File: config.mk
export PLATFORM = sky130hd
export DESIGN_NAME = y86_seq_ctrl_flat
export DESIGN_NICKNAME = d
export VERILOG_FILES = /design/src/rtl/y86_pkg.sv /design/src/rtl/y86_seq_ctrl_if.sv /design/src/rtl/y86_mem_wait_timer.sv /design/src/rtl/y86_seq_ctrl.sv /design/src/flat_wrapper.sv
export SDC_FILE = /design/constraint.sdc
export NUM_CORES = 1
export LEC_CHECK = 0
export BUFFER_PORTS_ARGS = -buffer_cell sky130_fd_sc_hd__buf_4
export CORE_ASPECT_RATIO = 0.7
export CORE_MARGIN = 3
export CORE_UTILIZATION = 37
export CTS_BUF_LIST = sky130_fd_sc_hd__clkbuf_8 sky130_fd_sc_hd__clkbuf_16
export DETAILED_ROUTE_END_ITERATION = 7
export HOLD_SLACK_MARGIN = 0.1
export PLACE_DENSITY = 0.58
export SLEW_MARGIN = 15
export SYNTH_ARGS = -nofsm -noshare
export SYNTH_HDL_FRONTEND = slang
export SYNTH_HIERARCHICAL = 1
export SYNTH_SLANG_ARGS = --single-unit
File: constraint.sdc
create_clock -name clk -period 3.1 [get_ports clk]
set_input_delay 0 -clock clk [delete_from_list [all_inputs] [get_ports clk]]
set_output_delay 0 -clock clk [all_outputs]
set_load 0.02 [all_outputs]
File: src/rtl/y86_pkg.sv
// Shared Y86-64 control definitions: icodes, status codes, FSM states and
// instruction-class helpers used by the sequential controller.
package y86_pkg;

    localparam int unsigned ICODE_W = 4;
    localparam int unsigned STAT_W  = 3;

    localparam logic [ICODE_W-1:0] I_HALT   = 4'h0;
    localparam logic [ICODE_W-1:0] I_NOP    = 4'h1;
    localparam logic [ICODE_W-1:0] I_RRMOVQ = 4'h2;
    localparam logic [ICODE_W-1:0] I_IRMOVQ = 4'h3;
    localparam logic [ICODE_W-1:0] I_RMMOVQ = 4'h4;
    localparam logic [ICODE_W-1:0] I_MRMOVQ = 4'h5;
    localparam logic [ICODE_W-1:0] I_OPQ    = 4'h6;
    localparam logic [ICODE_W-1:0] I_JXX    = 4'h7;
    localparam logic [ICODE_W-1:0] I_CALL   = 4'h8;
    localparam logic [ICODE_W-1:0] I_RET    = 4'h9;
    localparam logic [ICODE_W-1:0] I_PUSHQ  = 4'hA;
    localparam logic [ICODE_W-1:0] I_POPQ   = 4'hB;

    typedef enum logic [STAT_W-1:0] {
        STAT_AOK = 3'd1,
        STAT_HLT = 3'd2,
        STAT_ADR = 3'd3,
        STAT_INS = 3'd4
    } stat_e;

    typedef enum logic [3:0] {
        S_IDLE      = 4'd0,
        S_FETCH     = 4'd1,
        S_DECODE    = 4'd2,
        S_EXEC      = 4'd3,
        S_MEM       = 4'd4,
        S_WB        = 4'd5,
        S_PCUPD     = 4'd6,
        S_HALT      = 4'd7,
        S_ERR       = 4'd8,
        S_STEP_WAIT = 4'd9
    } state_e;

    // One strobe per datapath stage, registered as a group.
    typedef struct packed {
        logic fetch_en;
        logic decode_en;
        logic exec_en;
        logic cc_load;
        logic dmem_rd;
        logic dmem_wr;
        logic wb_en;
        logic pc_load;
    } stage_en_t;

    function automatic logic needs_mem(input logic [ICODE_W-1:0] ic);
        return ic inside {I_RMMOVQ, I_MRMOVQ, I_CALL, I_RET, I_PUSHQ, I_POPQ};
    endfunction

    function automatic logic is_mem_write(input logic [ICODE_W-1:0] ic);
        return ic inside {I_RMMOVQ, I_CALL, I_PUSHQ};
    endfunction

    function automatic logic writes_rf(input logic [ICODE_W-1:0] ic);
        return ic inside {I_RRMOVQ, I_IRMOVQ, I_MRMOVQ, I_OPQ,
                          I_CALL, I_RET, I_PUSHQ, I_POPQ};
    endfunction

endpackage

File: src/rtl/y86_seq_ctrl_if.sv
// Controller <-> datapath/memory signal bundle. master = controller side,
// slave = datapath/memory side.
interface y86_seq_ctrl_if #(
    parameter int unsigned CNT_W = 32
);
    logic                          start;
    logic [y86_pkg::ICODE_W-1:0]   icode;
    logic                          valid_instruction;
    logic                          valid_memory;
    logic                          mem_ready;
    logic                          dmem_error;

    logic                          fetch_en;
    logic                          decode_en;
    logic                          exec_en;
    logic                          cc_load;
    logic                          dmem_rd;
    logic                          dmem_wr;
    logic                          wb_en;
    logic                          pc_load;
    logic [y86_pkg::STAT_W-1:0]    stat;
    logic                          busy;
    logic [CNT_W-1:0]              retired_cnt;

    modport master (
        input  start, icode, valid_instruction, valid_memory, mem_ready, dmem_error,
        output fetch_en, decode_en, exec_en, cc_load, dmem_rd, dmem_wr, wb_en,
               pc_load, stat, busy, retired_cnt
    );

    modport slave (
        output start, icode, valid_instruction, valid_memory, mem_ready, dmem_error,
        input  fetch_en, decode_en, exec_en, cc_load, dmem_rd, dmem_wr, wb_en,
               pc_load, stat, busy, retired_cnt
    );
endinterface

File: src/rtl/y86_mem_wait_timer.sv
// Counts MEMORY-state cycles spent waiting for mem_ready; flags the cycle on
// which the count would reach MEM_TIMEOUT.
module y86_mem_wait_timer #(
    parameter int unsigned MEM_TIMEOUT = 15
) (
    input  logic clk,
    input  logic rst_n,
    input  logic clr_i,
    input  logic inc_i,
    output logic expire_c
);
    localparam int unsigned CW = $clog2(MEM_TIMEOUT + 1);

    logic [CW-1:0] cnt_q;
    logic [CW-1:0] cnt_d;

    always_comb begin
        cnt_d = cnt_q;
        if (clr_i) begin
            cnt_d = '0;
        end else if (inc_i) begin
            cnt_d = cnt_q + CW'(1);
        end
    end

    assign expire_c = inc_i && !clr_i && (cnt_d == CW'(MEM_TIMEOUT));

    always_ff @(posedge clk or negedge rst_n) begin
        if (!rst_n) begin
            cnt_q <= '0;
        end else begin
            cnt_q <= cnt_d;
        end
    end
endmodule

File: src/rtl/y86_seq_ctrl.sv
// Multi-cycle control FSM for the sequential Y86-64 datapath with a
// variable-latency data-memory handshake, status reporting and a retire
// counter. Optional single-step mode: define Y86_SINGLE_STEP_EN.
module y86_seq_ctrl
    import y86_pkg::*;
#(
    parameter int unsigned MEM_TIMEOUT = 15,
    parameter int unsigned CNT_W       = 32
) (
    input  logic            clk,
    input  logic            rst_n,
`ifdef Y86_SINGLE_STEP_EN
    input  logic            step,
`endif
    y86_seq_ctrl_if.master  bus
);

    state_e               state_q,   state_d;
    logic [ICODE_W-1:0]   icode_q,   icode_d;
    stat_e                stat_q,    stat_d;
    logic [CNT_W-1:0]     retired_q, retired_d;
    logic [CNT_W-1:0]     retired_sat;
    stage_en_t            en_q,      en_d;
    logic                 busy_q,    busy_d;

    logic                 tmr_clr;
    logic                 tmr_inc;
    logic                 tmr_expire;

    assign tmr_clr = (state_q != S_MEM);
    assign tmr_inc = (state_q == S_MEM) && !bus.mem_ready;

    y86_mem_wait_timer #(
        .MEM_TIMEOUT (MEM_TIMEOUT)
    ) u_wait_timer (
        .clk      (clk),
        .rst_n    (rst_n),
        .clr_i    (tmr_clr),
        .inc_i    (tmr_inc),
        .expire_c (tmr_expire)
    );

    assign retired_sat = (retired_q == '1) ? retired_q : retired_q + CNT_W'(1);

    // State register plus registered Moore outputs.
    always_ff @(posedge clk or negedge rst_n) begin
        if (!rst_n) begin
            state_q   <= S_IDLE;
            icode_q   <= '0;
            stat_q    <= STAT_AOK;
            retired_q <= '0;
            en_q      <= '0;
            busy_q    <= 1'b0;
        end else begin
            state_q   <= state_d;
            icode_q   <= icode_d;
            stat_q    <= stat_d;
            retired_q <= retired_d;
            en_q      <= en_d;
            busy_q    <= busy_d;
        end
    end

    // Next-state, latched icode, status and retire count.
    always_comb begin
        state_d   = state_q;
        icode_d   = icode_q;
        stat_d    = stat_q;
        retired_d = retired_q;
        case (state_q)
            S_IDLE: begin
                if (bus.start) begin
                    state_d = S_FETCH;
                end
            end
            S_FETCH: begin
                icode_d = bus.icode;
                if (!bus.valid_memory) begin
                    state_d = S_ERR;
                    stat_d  = STAT_ADR;
                end else if (!bus.valid_instruction) begin
                    state_d = S_ERR;
                    stat_d  = STAT_INS;
                end else if (bus.icode == I_HALT) begin
                    state_d   = S_HALT;
                    stat_d    = STAT_HLT;
                    retired_d = retired_sat;
                end else begin
                    state_d = S_DECODE;
                end
            end
            S_DECODE: state_d = S_EXEC;
            S_EXEC: begin
                state_d = needs_mem(icode_q) ? S_MEM : S_WB;
            end
            S_MEM: begin
                if (bus.mem_ready) begin
                    if (bus.dmem_error) begin
                        state_d = S_ERR;
                        stat_d  = STAT_ADR;
                    end else begin
                        state_d = S_WB;
                    end
                end else if (tmr_expire) begin
                    state_d = S_ERR;
                    stat_d  = STAT_ADR;
                end
            end
            // Retire is counted on PCUPD entry so it lines up with pc_load.
            S_WB: begin
                state_d   = S_PCUPD;
                retired_d = retired_sat;
            end
`ifdef Y86_SINGLE_STEP_EN
            S_PCUPD:     state_d = S_STEP_WAIT;
            S_STEP_WAIT: begin
                if (step) begin
                    state_d = S_FETCH;
                end
            end
`else
            S_PCUPD:     state_d = S_FETCH;
`endif
            S_HALT:  state_d = S_HALT;
            S_ERR:   state_d = S_ERR;
            default: state_d = S_IDLE;
        endcase
    end

    // Stage strobes decoded from the upcoming state so they register in step.
    always_comb begin
        en_d   = '0;
        busy_d = 1'b0;
        case (state_d)
            S_FETCH: begin
                en_d.fetch_en = 1'b1;
                busy_d        = 1'b1;
            end
            S_DECODE: begin
                en_d.decode_en = 1'b1;
                busy_d         = 1'b1;
            end
            S_EXEC: begin
                en_d.exec_en = 1'b1;
                en_d.cc_load = (icode_q == I_OPQ);
                busy_d       = 1'b1;
            end
            S_MEM: begin
                en_d.dmem_rd = needs_mem(icode_q) && !is_mem_write(icode_q);
                en_d.dmem_wr = is_mem_write(icode_q);
                busy_d       = 1'b1;
            end
            S_WB: begin
                en_d.wb_en = writes_rf(icode_q);
                busy_d     = 1'b1;
            end
            S_PCUPD: begin
                en_d.pc_load = 1'b1;
                busy_d       = 1'b1;
            end
            S_STEP_WAIT: busy_d = 1'b1;
            default: ;
        endcase
    end

    assign bus.fetch_en    = en_q.fetch_en;
    assign bus.decode_en   = en_q.decode_en;
    assign bus.exec_en     = en_q.exec_en;
    assign bus.cc_load     = en_q.cc_load;
    assign bus.dmem_rd     = en_q.dmem_rd;
    assign bus.dmem_wr     = en_q.dmem_wr;
    assign bus.wb_en       = en_q.wb_en;
    assign bus.pc_load     = en_q.pc_load;
    assign bus.stat        = stat_q;
    assign bus.busy        = busy_q;
    assign bus.retired_cnt = retired_q;

endmodule
File: src/flat_wrapper.sv
// flat-port wrapper written by rule: the top's interface ports become plain ports
module y86_seq_ctrl_flat import y86_pkg::*;
#(
    parameter int unsigned MEM_TIMEOUT = 15,
    parameter int unsigned CNT_W       = 32
)
  (clk, rst_n, bus_start, bus_icode, bus_valid_instruction, bus_valid_memory, bus_mem_ready, bus_dmem_error, bus_fetch_en, bus_decode_en, bus_exec_en, bus_cc_load, bus_dmem_rd, bus_dmem_wr, bus_wb_en, bus_pc_load, bus_stat, bus_busy, bus_retired_cnt);
  y86_seq_ctrl_if #(.CNT_W(CNT_W)) bus_i ();
  input  logic clk;
  input  logic rst_n;
  input wire logic [$bits(bus_i.start)-1:0] bus_start;
  input wire logic [$bits(bus_i.icode)-1:0] bus_icode;
  input wire logic [$bits(bus_i.valid_instruction)-1:0] bus_valid_instruction;
  input wire logic [$bits(bus_i.valid_memory)-1:0] bus_valid_memory;
  input wire logic [$bits(bus_i.mem_ready)-1:0] bus_mem_ready;
  input wire logic [$bits(bus_i.dmem_error)-1:0] bus_dmem_error;
  output wire logic [$bits(bus_i.fetch_en)-1:0] bus_fetch_en;
  output wire logic [$bits(bus_i.decode_en)-1:0] bus_decode_en;
  output wire logic [$bits(bus_i.exec_en)-1:0] bus_exec_en;
  output wire logic [$bits(bus_i.cc_load)-1:0] bus_cc_load;
  output wire logic [$bits(bus_i.dmem_rd)-1:0] bus_dmem_rd;
  output wire logic [$bits(bus_i.dmem_wr)-1:0] bus_dmem_wr;
  output wire logic [$bits(bus_i.wb_en)-1:0] bus_wb_en;
  output wire logic [$bits(bus_i.pc_load)-1:0] bus_pc_load;
  output wire logic [$bits(bus_i.stat)-1:0] bus_stat;
  output wire logic [$bits(bus_i.busy)-1:0] bus_busy;
  output wire logic [$bits(bus_i.retired_cnt)-1:0] bus_retired_cnt;
  assign bus_i.start = bus_start;
  assign bus_i.icode = bus_icode;
  assign bus_i.valid_instruction = bus_valid_instruction;
  assign bus_i.valid_memory = bus_valid_memory;
  assign bus_i.mem_ready = bus_mem_ready;
  assign bus_i.dmem_error = bus_dmem_error;
  assign bus_fetch_en = bus_i.fetch_en;
  assign bus_decode_en = bus_i.decode_en;
  assign bus_exec_en = bus_i.exec_en;
  assign bus_cc_load = bus_i.cc_load;
  assign bus_dmem_rd = bus_i.dmem_rd;
  assign bus_dmem_wr = bus_i.dmem_wr;
  assign bus_wb_en = bus_i.wb_en;
  assign bus_pc_load = bus_i.pc_load;
  assign bus_stat = bus_i.stat;
  assign bus_busy = bus_i.busy;
  assign bus_retired_cnt = bus_i.retired_cnt;
  y86_seq_ctrl #(.MEM_TIMEOUT(MEM_TIMEOUT), .CNT_W(CNT_W)) u_core (.clk(clk), .rst_n(rst_n), .bus(bus_i));
endmodule
After elaboration in Yosys (flattened, before gate mapping)
Index checks and enable logic that the tools add are counted.
{"block": "op_classes", "eq_ne": 33, "muxes": 30, "add_sub_neg": 2, "n_reduce_logical": 17}
{"operator": "32-bit 2-to-1 mux", "n": 4}
{"operator": "32-bit case mux with 2 select lines", "n": 1}
{"operator": "4-bit by 3-bit equality test with 1-bit output (second input constant)", "n": 10}
{"operator": "4-bit case mux with 9 select lines", "n": 1}
{"operator": "32-bit by 1-bit adder with 32-bit output (second input constant)", "n": 1}
{"operator": "32-bit equality test (second input constant)", "n": 1}
{"operator": "4-bit 2-to-1 mux", "n": 8}
{"operator": "4-bit equality test (second input constant)", "n": 7}
{"operator": "4-bit by 2-bit equality test with 1-bit output (second input constant)", "n": 6}
{"operator": "3-bit 2-to-1 mux", "n": 7}
{"operator": "4-bit by 1-bit equality test with 1-bit output (second input constant)", "n": 2}
{"operator": "4-bit logical NOT", "n": 2}
{"operator": "4-bit by 3-bit inequality test with 1-bit output (second input constant)", "n": 2}
{"operator": "4-bit AND reduction", "n": 2}
{"operator": "8-bit nonzero test", "n": 1}
{"operator": "7-bit OR reduction", "n": 1}
{"operator": "1-bit 2-to-1 mux", "n": 6}
{"operator": "3-bit case mux with 2 select lines", "n": 1}
{"operator": "6-bit nonzero test", "n": 1}
{"operator": "4-bit by 1-bit adder with 4-bit output (second input constant)", "n": 1}
{"operator": "1-bit logical AND", "n": 4}
{"operator": "2-bit 2-to-1 mux", "n": 2}
{"operator": "2-bit inequality test (second input constant)", "n": 2}
{"operator": "2-bit nonzero test", "n": 2}
{"operator": "other kinds (5)", "n": 7}
{"block": "totals", "output_inout_bits": 44, "inputBits": 11, "word_cells": 96, "ff_bits": 56}

Depth between registers and ports, before layout
Gate-level depths: netlist (run 1).
{"block": "logic_depth", "depth_word": 12, "mapped_depth": 12, "mapped_depth_nobuf": 10}

Hierarchy
The synthesis (run 1) kept the hierarchy.
{"mod": "y86_seq_ctrl", "n_inst": 1, "area_per_inst_um2": 2685.1, "seq_area_each_um2": 1302.5, "cells_each": 254}
{"mod": "y86_mem_wait_timer", "n_inst": 1, "area_per_inst_um2": 201.4, "seq_area_each_um2": 100.1, "cells_each": 18}

Worst setup path before layout (run 1)
OpenSTA, ideal clock, no wires.
{"block": "synth_path", "path_kind": "reg2reg", "startpoint": "register u_core.state_q[3]", "endpoint": "register u_core.stat_q[1], in the netlist u_core/bus.stat[1]", "path_stages_with_launch": 13, "period_less_slack_ns": 2.786, "t_arrival_ns": 2.668, "required_ns": 2.981, "setup_ns": 0.119, "path_buffers": 2, "path_slack_ns": 0.314, "cell_sequence": "dfrtp_1 buf_6 or4b_1 buf_2 nor2_1 nand4_1 xor2_1 nor3_2 nor3_1 o221ai_1 and3_1 a21oi_2 o21a_1"}
{"block": "synth_between", "elab_cells_between_ends": 16, "cone_classes": "eq/ne: 7; mux: 3; reduce/logical: 6"}
{"element": "start, declared", "line": "y86_seq_ctrl.sv:18", "source": "state_e state_q, state_d;"}
{"element": "start signal, assigned", "line": "y86_seq_ctrl.sv:55", "source": "state_q <= state_d;"}
{"element": "4-bit by 3-bit inequality test with 1-bit output (*)", "line": "y86_seq_ctrl.sv:30", "source": "assign tmr_clr = (state_q != S_MEM);"}
{"element": "named net u_core.tmr_clr", "line": "y86_seq_ctrl.sv:26", "source": "logic tmr_clr;"}
{"element": "4-bit 2-to-1 mux / 1-bit logical NOT (equally long branches)", "line": "y86_mem_wait_timer.sv:19, y86_mem_wait_timer.sv:26"}
{"element": "4-bit equality test / 1-bit logical AND (equally long branches)", "line": "y86_mem_wait_timer.sv:26", "source": "assign expire_c = inc_i && !clr_i && (cnt_d == CW'(MEM_TIMEOUT));"}
{"element": "1-bit logical AND (*)", "line": "y86_mem_wait_timer.sv:26"}
{"element": "named net u_core.tmr_expire", "line": "y86_seq_ctrl.sv:28", "source": "logic tmr_expire;"}
{"element": "3-bit by 2-bit inequality test with 1-bit output (no source line) (*)"}
{"element": "4-bit AND reduction (no source line) (*)"}
{"element": "end signal, assigned", "line": "y86_seq_ctrl.sv:57", "source": "stat_q <= stat_d;"}
{"element": "end, declared", "line": "y86_seq_ctrl.sv:20", "source": "stat_e stat_q, stat_d;"}
The timed path passes the listed nets; every way through them passes the cells marked *.
A chain may end at the register's enable or synchronous reset.

Final worst setup path (run 1)
{"block": "layout_path", "startpoint": "register u_core.state_q[0]", "endpoint": "register u_core.stat_q[1], in the netlist u_core/bus.stat[1]"}
{"block": "layout_between", "elab_chain_len": 8, "elab_cells_between_ends": 16, "cone_classes": "eq/ne: 7; mux: 3; reduce/logical: 6"}
{"element": "4-bit by 3-bit equality test with 1-bit output (*)", "line": "y86_seq_ctrl.sv:31", "source": "assign tmr_inc = (state_q == S_MEM) && !bus.mem_ready;"}
{"element": "1-bit logical AND (*)", "line": "y86_seq_ctrl.sv:31"}
{"element": "named net u_core.tmr_inc", "line": "y86_seq_ctrl.sv:27", "source": "logic tmr_inc;"}
{"element": "4-bit 2-to-1 mux", "line": "y86_mem_wait_timer.sv:21", "source": "end else if (inc_i) begin"}
{"element": "4-bit 2-to-1 mux", "line": "y86_mem_wait_timer.sv:19", "source": "if (clr_i) begin"}
{"element": "4-bit equality test", "line": "y86_mem_wait_timer.sv:26"}
{"element": "1-bit logical AND (*)", "line": "y86_mem_wait_timer.sv:26"}
{"element": "named net u_core.tmr_expire", "line": "y86_seq_ctrl.sv:28"}
{"element": "3-bit by 2-bit inequality test with 1-bit output (no source line) (*)"}
{"element": "4-bit AND reduction (no source line) (*)"}
Marked as above.

==> results of run 1 <==
## power groups by stage
stage / clock network, mW / registers, mW / logic [mW]
2_1_floorplan: 0 / 0.977 / 0.407
5_1_grt: 0.465 / 0.927 / 0.755
3_5_place_dp: 0 / 0.924 / 0.686
6_report: 0.416 / 0.912 / 0.687
3_3_place_gp: 0 / 0.923 / 0.677
4_1_cts: 0.439 / 0.912 / 0.695
## worst max-delay path, cell delays in order, from the launching register on
cell and delay (ns):
dfrtp_1 0.38, or4b_1 0.56, nor2_1 0.15, nand4_1 0.13, xor2_1 0.18, nor3_2 0.27, nor3_1 0.09, o221ai_1 0.25
and3_1 0.27, a21oi_2 0.09, o21a_1 0.18
## logic make-up after synthesis
kind of cell / share of synthesized area [%]
simple gates: 28.2
flops: 48.6
xor+xnor: 10.3
compound gates: 6.81
buf+inv: 2.90
mux: 2.30
fa+ha+maj: 0.867
## flip-flops by register name, summed over array words and instances, names as in the netlist, 3 cells and up
register / flops
u_core/u_wait_timer/cnt_q: 4
u_core/state_q: 4
u_core/bus.stat: 3
u_core/icode_q: 4
u_core/bus.retired_cnt: 32
## metal layers
metal  up-vias  GRT usage, %  wire length (um)
li1       1117             -                 -
met1      1105          24.4              3650
met2        59          21.7              2620
met3         2          3.26               350
met4         0          2.92                36
met5         -             0                 0
## stage by stage
stage / setup WS, ns / util (%)
3_5_place_dp: 0.502 / 46.1
5_1_grt: 0.255 / 48.3
4_1_cts: 0.460 / 48.3
6_report: 0.442 / 48.3
3_3_place_gp: 0.560 / 46.1
2_1_floorplan: 0.314 / -
## final timing paths
| check | start | endpoint | slack, ns | cells past startpoint |
|---|---|---|---|---|
| setup / recovery | u_core/state_q[0] | u_core/bus.stat[1] | 0.44 | 10 |
| hold / removal | bus_mem_ready | u_core/u_wait_timer/cnt_q[3] | 0.20 | 5 |
| setup reg to reg | u_core/state_q[0] | u_core/bus.stat[1] | 0.44 | 10 |
| hold reg to reg | u_core/bus.retired_cnt[31] | u_core/bus.retired_cnt[31] | 0.51 | 1 |
| max in group asynchronous | rst_n | u_core/bus.retired_cnt[4] | 2.35 | 2 |
| min in group asynchronous | rst_n | u_core/bus.retired_cnt[19] | 0.27 | 2 |
## placed cells by master (no fill, tap or decap), types with 2 or more instances in the layout
cell	synthesis	final
nor2_1	19	19
clkbuf_8	0	6
and2_1	2	2
a31oi_1	4	4
nor3_1	12	12
nand2_1	19	19
and4_1	4	4
nand3_1	24	24
dlygate4sd3_1	0	7
nand4b_1	4	4
nand2b_1	2	2
buf_4	0	63
nor4_2	2	2
nand4_1	9	9
a21oi_1	2	2
clkinvlp_4	0	2
and3_1	6	6
or2_2	2	2
nor3_2	3	3
or3_1	2	2
o21ai_0	5	5
nor2b_1	3	3
ha_1	2	2
mux2_2	5	5
nor4_1	5	5
inv_1	9	9
dfrtp_1	55	55
xor2_1	11	11
nand4_2	2	2
xnor2_1	23	23
## timing repair
item	in CTS	in global routing
hold endpoints to repair	63	0
setup buffers	0	0
hold buffers	7	0
## layout make-up
class	instances	area share, %
clock buffer	6	2.29
clock inverter	2	0.417
inverter	9	0.938
multi-input combinational	199	38.9
sequential	56	39.0
tap	98	3.41
timing repair buffer	70	15.1
==> results.yml, run 1 <==
detailed_routing:
  vias_per_cell: 5.19
  vias: 2283
  remaining_drc_errors: 0
  routed_wl_um: 6660
  first_iter_violations: 161
  wire_per_inst_um: 15.1
  postRouteAntennaNets: 0
  drt-pass1-iter-count: 6
pwr:
  power_density_nw_per_um2: 560
  p_seq_share_pct: 45.3
  p_sw_share_pct: 34.5
  power_leakage_nw: 1.64
  p_int_mw: 1.32
  clockPowerShare_pct: 20.6
  power_mw: 2.01
  combPwrFrac_pct: 34.1
  p_switching_mw: 0.696
  ir_drop_mv: 0.300
timing:
  worstMarginPinSlew_ns: 0.747
  fin_setup_tns_ns: 0
  fin_hold_ws_ns: 0.204
  fin_crit_sh_pct: 85.7
  period_minus_slack_ns: 2.66
  fmax_mhz: 376
  rsz0062_at_grt: "false"
  finalMaxSlewViolations: 0
  final_hold_viol_count: 0
  fin_worst_skew_ns: 0.00773
  setup_viol: 0
  relSlewSlack_pct: 49.7
grt:
  grt_first_pass_wirelength_um: 11300
  track_usage_pct: 15.5
  antenna_found_initial: 0
  overflow: 0
  grt_start_max_net_pins: 57
  grt_pass1_vias: 2195
cts:
  htreeDepth: 2
  clock_path_buffers: 2
  cts_resized: 0
  clkTransAtPathRegs_ns: 0.10
  cts_sinks: 56
  cts_tree: "yes"
  clockRootBuffer: "clkbuf_8"
  clock_latency_ns: 0.30
  cts_buffers: 5
place:
  place_hpwl_um: 4980
  place_area_um2: 3430
  globalplace.congestion: 0.841
  port_buffers: 54
  dp.cells: 425
logic_synthesis:
  yosysSeqAreaShare_pct: 48.6
  syn_avg_cell_area_um2: 10.6
  postSynthCellCount: 272
  ys_ff_latch: 56
  ys_warn_count: 6
  syn_area_um2: 2890
  async_reset_ff_share_pct: 100
  synth.area.top_cells: "dfrtp_1 48%, xnor2_1 7.0%, nand3_1 4.2%, xor2_1 3.3%, nand2_1 2.5%"
  synthFlopType: "dfrtp_1"
  yosys.area.top_type: "dfrtp_1"
  synth_nets: 285
  synthTopCellsByCount: "55 x dfrtp_1, 24 x nand3_1, 23 x xnor2_1, 19 x nand2_1, 19 x nor2_1"
  synth_edf_count: 0
  ys_types: 57
  yosysMostFrequentCell: "dfrtp_1"
  yosysTopAreaCellShare_pct: 47.7
floorplan:
  die_h_um: 79.9
  die_w_um: 112
  start_util_pct: 38.7
  fp.coreArea_um2: 7450
  io_pins: 55
  fp-row-count: 26
  die-area_um2: 8910
run_status:
  status: "complete, no violations"
worst_setup_path:
  crit_type: "reg2reg"
  cp-start-kind: "register"
  cp_max_fo: 4
  crit_path_end_kind: "register"
  cp.required_ns: 3.30
  worstPathArrival_ns: 2.85
final_layout:
  register_area_um2: 1400
  areaGrowthSynthToFinish_pct: 24.7
  nNetsFinal: 354
  multi_input_area_um2: 1400
  finish.instance_area_um2: 3600
  drive_above_1_share_pct: 28.1
  antenna_cells: 0
  layout.cells.non_filler: 440
  n_fill_cell: 713
hold_path:
  hold_path.class: "in2reg"
flow_run:
  max_cap_viol_count: 0
(Power assumes the default switching activity.)
==> inputs of run 2 (changes only) <==
--- a/config.mk
+++ b/config.mk
@@ -13,6 +13,7 @@
 export DETAILED_ROUTE_END_ITERATION = 7
 export HOLD_SLACK_MARGIN = 0.1
 export PLACE_DENSITY = 0.58
+export RECOVER_POWER = 50
 export SLEW_MARGIN = 15
 export SYNTH_ARGS = -nofsm -noshare
 export SYNTH_HDL_FRONTEND = slang
==> constraint.sdc (replaced) <==
create_clock -name clk -period 3.31 [get_ports clk]
set_input_delay 0 -clock clk [delete_from_list [all_inputs] [get_ports clk]]
set_output_delay 0 -clock clk [all_outputs]
set_load 0.02 [all_outputs]
==> results.yml, run 2 (synthesis results as in run 1) <==
timing:
  fin_worst_skew_ns: 0.0106
  final_hold_viol_count: 0
  setup_viol: 0
  finalMaxSlewViolations: 0
  fin_setup_tns_ns: 0
  fin_crit_sh_pct: 85.1
  relSlewSlack_pct: 8.49
  worstMarginPinSlew_ns: 1.37
  postLayoutSetupSlackWorst_ns: 0.493
  fmax_mhz: 355
  period_minus_slack_ns: 2.82
  rsz0062_at_grt: "false"
cts:
  clockRootBuffer: "clkbuf_8"
  cts_tree: "yes"
  clkTransAtPathRegs_ns: 0.10
  htreeDepth: 2
  cts_setup_buffers: 0
  clock_latency_ns: 0.31
  cts_sinks: 56
  clock_path_buffers: 2
  cts_buffers: 5
worst_setup_path:
  crit_type: "reg2reg"
  slowest_stage: "or4b_1"
  cp_max_fo: 13
  worstPathArrival_ns: 3.02
  crit_path_end_kind: "register"
  cp.required_ns: 3.51
  cp_cell_sequence: "or4b_1 -> nor2_1 -> nand4_1 -> xor2_1 -> nor3_2 -> nor3_1 -> o221ai_1 -> and3_1 -> a21oi_2 -> o21a_1"
  critPathTopFamily: "simple AND/OR/NAND/NOR gates"
  cp_num_buf_inv: 0
  slowest_delay_ns: 0.59
  cp-start-kind: "register"
flow_run:
  max_cap_viol_count: 0
final_layout:
  final_cell_mix: "55 x dfrtp_1, 35 x buf_4, 24 x nand3_1, 23 x xnor2_1, 22 x clkbuf_1"
  drive_above_1_share_pct: 20.5
  largest_reg_flops: 32
  antenna_cells: 0
  finalCoreUtilization_pct: 46.9
  finish.instance_area_um2: 3490
  nNetsFinal: 349
  final_common_cell: "dfrtp_1"
  areaGrowthSynthToFinish_pct: 21.1
floorplan:
  fp.coreArea_um2: 7450
  fp-row-count: 26
  start_util_pct: 38.7
  die_h_um: 79.9
  die-area_um2: 8910
  io_pins: 55
  die_w_um: 112
detailed_routing:
  vias_per_cell: 5.25
  routed_wl_um: 6630
  wire_per_inst_um: 15.2
  first_iter_violations: 216
  drt-pass1-iter-count: 4
  vias: 2284
  drt-met1-wl_um: 3680
  postRouteAntennaNets: 0
  wl_met2_um: 2660
  top_layer_used: "met4"
  remaining_drc_errors: 0
  met3_length_um: 261
place:
  port_buffers: 54
  globalplace.congestion: 0.800
  pre_cts_ws_ns: 0.553
  place_hpwl_um: 4820
  place_area_um2: 3390
grt:
  grt_first_pass_wirelength_um: 11100
  grt_start_max_net_pins: 57
  track_usage_pct: 15.3
  antenna_found_initial: 0
  grt_pass1_vias: 2169
  overflow: 0
pwr:
  power_leakage_nw: 1.53
  ir_drop_mv: 0.292
  power_mw: 1.90
  power_density_nw_per_um2: 543
run_status:
  status: "complete, no violations"
hold_path:
  hold_path.class: "in2reg"
-- run 2: cell types whose count changed in the layout (fill, tap and decap cells not counted), sizes merged --
cell and change:
buf -28, bufinv +1, clkbuf +22, clkinvlp -1, inv +1
-- run 2: where the power goes --
| part | switching, mW | internal (mW) |
|---|---|---|
| sequential | 0.121 | 0.782 |
| clock | 0.231 | 0.228 |
| combinational | 0.304 | 0.231 |
-- run 2: cell type report --
cell class	instances	area (um^2)
Clock buffer	5	68.8
Clock inverter	3	46.3
Fill cell	728	3960
Inverter	9	33.8
Multi-Input combinational cell	199	1400
Sequential cell	56	1400
Tap cell	98	123
Timing Repair Buffer	65	420
-- run 2: metrics by stage --
stage          instances  hold WS (ns)
2_1_floorplan        272        -0.296
3_3_place_gp         420         0.104
3_5_place_dp         420         0.111
4_1_cts              435         0.182
5_1_grt              435         0.220
6_report             435         0.194
-- run 2: final timing paths --
path                       slack, ns  depth (start not counted)                       start                      endpoint
hold / removal                  0.19                          5               bus_mem_ready  u_core/u_wait_timer/cnt_q[3]
hold reg to reg                 0.51                          1  u_core/bus.retired_cnt[17]    u_core/bus.retired_cnt[17]
setup reg to reg                0.49                         10           u_core/state_q[0]            u_core/bus.stat[1]
setup / recovery                0.49                         10           u_core/state_q[0]            u_core/bus.stat[1]
min in group asynchronous       0.54                          2                       rst_n    u_core/bus.retired_cnt[19]
max in group asynchronous       1.96                          2                       rst_n            u_core/bus.stat[2]
-- run 2: tightest hold or removal path: cells and delay by family --
family | cells | cell delay [ns]
buffers and inverters | 1 | 0.12
AND/OR/NAND/NOR | 3 | 0.24
XOR/XNOR | 1 | 0.09
-- run 2: what timing repair did --
item / 4_1_cts / 5_1_grt
hold buffers: 7 / 0
endpoints found under the setup margin: 0 / 0
endpoints found under the hold margin: 63 / 0
gates resized for setup: 0 / 0
-- run 2: layer usage --
| layer | vias to the layer above | track usage (%) |
|---|---|---|
| met2 | 43 | 20.2 |
| met5 | - | 0 |
| met1 | 1136 | 24.7 |
| met4 | 0 | 3.16 |
| li1 | 1103 | - |
| met3 | 2 | 3.41 |
==> inputs of run 3 (changes only) <==
--- a/config.mk
+++ b/config.mk
@@ -5,6 +5,7 @@
 export SDC_FILE = /design/constraint.sdc
 export NUM_CORES = 1
 export LEC_CHECK = 0
+export ABC_AREA = 1
 export BUFFER_PORTS_ARGS = -buffer_cell sky130_fd_sc_hd__buf_4
 export CORE_ASPECT_RATIO = 0.7
 export CORE_MARGIN = 3
@@ -12,10 +13,11 @@
 export CTS_BUF_LIST = sky130_fd_sc_hd__clkbuf_8 sky130_fd_sc_hd__clkbuf_16
 export DETAILED_ROUTE_END_ITERATION = 7
 export HOLD_SLACK_MARGIN = 0.1
-export PLACE_DENSITY = 0.58
+export PLACE_DENSITY = 0.57
 export RECOVER_POWER = 50
 export SLEW_MARGIN = 15
 export SYNTH_ARGS = -nofsm -noshare
 export SYNTH_HDL_FRONTEND = slang
 export SYNTH_HIERARCHICAL = 1
 export SYNTH_SLANG_ARGS = --single-unit
+export TNS_END_PERCENT = 5
==> results.yml, run 3 <==
run_status:
  status: "complete, no violations"
logic_synthesis:
  yosysMostFrequentCell: "nand2_1"
  syn_area_um2: 3300
  postSynthCellCount: 484
  synthFlopType: "dfrtp_1"
  synth_nets: 497
  yosys.area.top_type: "dfrtp_1"
  ys_warn_count: 6
  synthTopCellsByCount: "211 x nand2_1, 64 x nor2_1, 55 x dfrtp_1, 49 x inv_1, 27 x nand3_1"
  yosysTopAreaCellShare_pct: 41.7
  ys_types: 28
  yosysSeqAreaShare_pct: 42.5
  syn_avg_cell_area_um2: 6.82
  ys_ff_latch: 56
  synth.area.top_cells: "dfrtp_1 42%, nand2_1 24%, nor2_1 7.3%, inv_1 5.6%, nand3_1 4.1%"
  async_reset_ff_share_pct: 100
  synth_edf_count: 0
worst_setup_path:
  slowest_stage: "dfrtp_1"
  timing.rr.start: "u_core/state_q[1]"
  crit_top_cell: "nor2_1"
  cp-start-kind: "register"
  crit_path_end_kind: "register"
  worstPathArrival_ns: 2.72
  crit_type: "reg2reg"
  rr_endpoint: "u_core/bus.dmem_wr"
  r2r_slack_ns: 0.79
  cp_cell_sequence: "nor2_1 -> nand2_1 -> nor2_1 -> nand2_2 -> nor2_1 -> nand2_1 -> nand3_1 -> nor2_1 -> nor2_1 -> nand2_1 -> nand3_1 -> nand4_1 -> nor3_1"
  cp.required_ns: 3.51
  cp_max_fo: 7
  ff2ff_path_depth: 13
  slowest_delay_ns: 0.44
grt:
  grt_start_max_net_pins: 57
  antenna_found_initial: 0
  grt_first_pass_wirelength_um: 14700
  track_usage_pct: 18.2
  overflow: 0
  grt_pass1_vias: 2888
timing:
  setup_viol: 0
  rsz0062_at_grt: "false"
  final_hold_viol_count: 0
  fin_setup_tns_ns: 0
  finalMaxSlewViolations: 0
  relSlewSlack_pct: 5.28
  period_minus_slack_ns: 2.52
  worstMarginPinSlew_ns: 1.42
  fin_worst_skew_ns: 0.00440
  fin_crit_sh_pct: 76.0
  fmax_mhz: 397
floorplan:
  die-area_um2: 10100
  io_pins: 55
  fp-row-count: 28
  start_util_pct: 38.5
  fp.coreArea_um2: 8580
  die_h_um: 85.1
  die_w_um: 119
cts:
  cts_tree: "yes"
  cts_resized: 0
  clock_latency_ns: 0.29
  cts_buffers: 5
  clkTransAtPathRegs_ns: 0.07
  cts_hold_buf: 9
  clockRootBuffer: "clkbuf_16"
  htreeDepth: 2
  clock_path_buffers: 2
  cts_sinks: 56
  cts_setup_buffers: 0
place:
  dp.cells: 653
  globalplace.congestion: 0.918
  place_hpwl_um: 6680
  place_area_um2: 3810
  port_buffers: 54
detailed_routing:
  vias: 3184
  first_iter_violations: 186
  wire_per_inst_um: 13.2
  postRouteAntennaNets: 0
  drt-pass1-iter-count: 5
  routed_wl_um: 8830
  remaining_drc_errors: 0
  vias_per_cell: 4.75
final_layout:
  antenna_cells: 0
  register_area_um2: 1400
  finish.instance_area_um2: 3980
  final_common_cell: "nand2_1"
  layout.cells.non_filler: 670
  n_fill_cell: 923
  largest_reg_flops: 32
  drive_above_1_share_pct: 10.2
  areaGrowthSynthToFinish_pct: 20.6
  nNetsFinal: 562
  multi_input_area_um2: 1650
  final_cell_mix: "211 x nand2_1, 64 x nor2_1, 55 x dfrtp_1, 50 x inv_1, 33 x buf_4"
hold_path:
  hold-path-endpoint: "u_core/state_q[3]"
  hp-start: "bus_dmem_error"
  hold_path_depth: 5
  hold_path.class: "in2reg"
pwr:
  ir_drop_mv: 0.248
  power_leakage_nw: 2.03
  power_density_nw_per_um2: 523
  power_mw: 2.08
flow_run:
  max_cap_viol_count: 0
[run 3: cell count changes in the layout (fill, tap and decap cells not counted), moves of 5 or more]
cell	delta
and3_1	-6
clkbuf_16	+5
clkbuf_8	-5
inv_1	+41
nand2_1	+192
nor2_1	+45
nor4_1	-5
xnor2_1	-17
[run 3: where the power goes]
| group | total [mW] | internal [mW] | switching (mW) |
|---|---|---|---|
| logic | 0.607 | 0.198 | 0.410 |
| registers | 0.875 | 0.787 | 0.0884 |
| clock network | 0.601 | 0.354 | 0.248 |
| total | 2.08 | 1.34 | 0.746 |
[run 3: per-layer routing]
| metal | vias to the layer above | GRT usage, % | routed length [um] |
|---|---|---|---|
| li1 | 1627 | - | - |
| met4 | 0 | 3.47 | 60 |
| met5 | - | 0 | 0 |
| met2 | 106 | 24.1 | 3380 |
| met3 | 5 | 4.13 | 618 |
| met1 | 1446 | 29.8 | 4770 |
[run 3: how the worst max path moves through the flow]
stage	from	to	slack (ns)	cells past startpoint
finish	u_core/state_q[1]	u_core/bus.dmem_wr	0.79	13
global route	u_core/state_q[1]	u_core/bus.dmem_wr	0.36	13
CTS	u_core/state_q[1]	u_core/bus.dmem_wr	0.78	13
detailed placement	u_core/state_q[1]	u_core/bus.stat[1]	0.81	13
global placement	u_core/state_q[1]	u_core/bus.dmem_wr	0.82	13
floorplan	u_core/state_q[1]	u_core/bus.busy	1.24	16
[run 3: final cells by class]
class	instances	area share (%)
multi-input combinational	370	41.4
sequential	56	35.2
timing repair buffer	64	10.6
inverter	52	4.90
tap	120	3.77
clock buffer	5	3.14
clock inverter	3	0.974
[run 3: stage by stage]
stage	hold WS, ns	worst slack, ns	util (%)
floorplan	-0.296	1.24	-
CTS	0.118	0.776	47.4
global route	0.145	0.365	46.4
finish	0.130	0.793	46.4
global placement	0.106	0.824	44.4
detailed placement	0.113	0.810	44.4
[run 3: kinds of logic (layout without fill, tap and decap cells)]
kind of cell / count (synthesis) / count (layout) / share of synthesized area, %
compound gates: 17 / 17 / 2.92
fa+ha+maj: 2 / 2 / 0.757
buf+inv: 58 / 124 / 7.58
flops: 56 / 56 / 42.5
xor+xnor: 16 / 16 / 4.24
simple gates: 334 / 334 / 41.7
mux: 1 / 1 / 0.341
[run 3: worst max-delay path: cells and delay by family, from the launching register on]
family | cells | cell delay [ns]
and+or+nand+nor | 13 | 1.98
DFF | 1 | 0.44
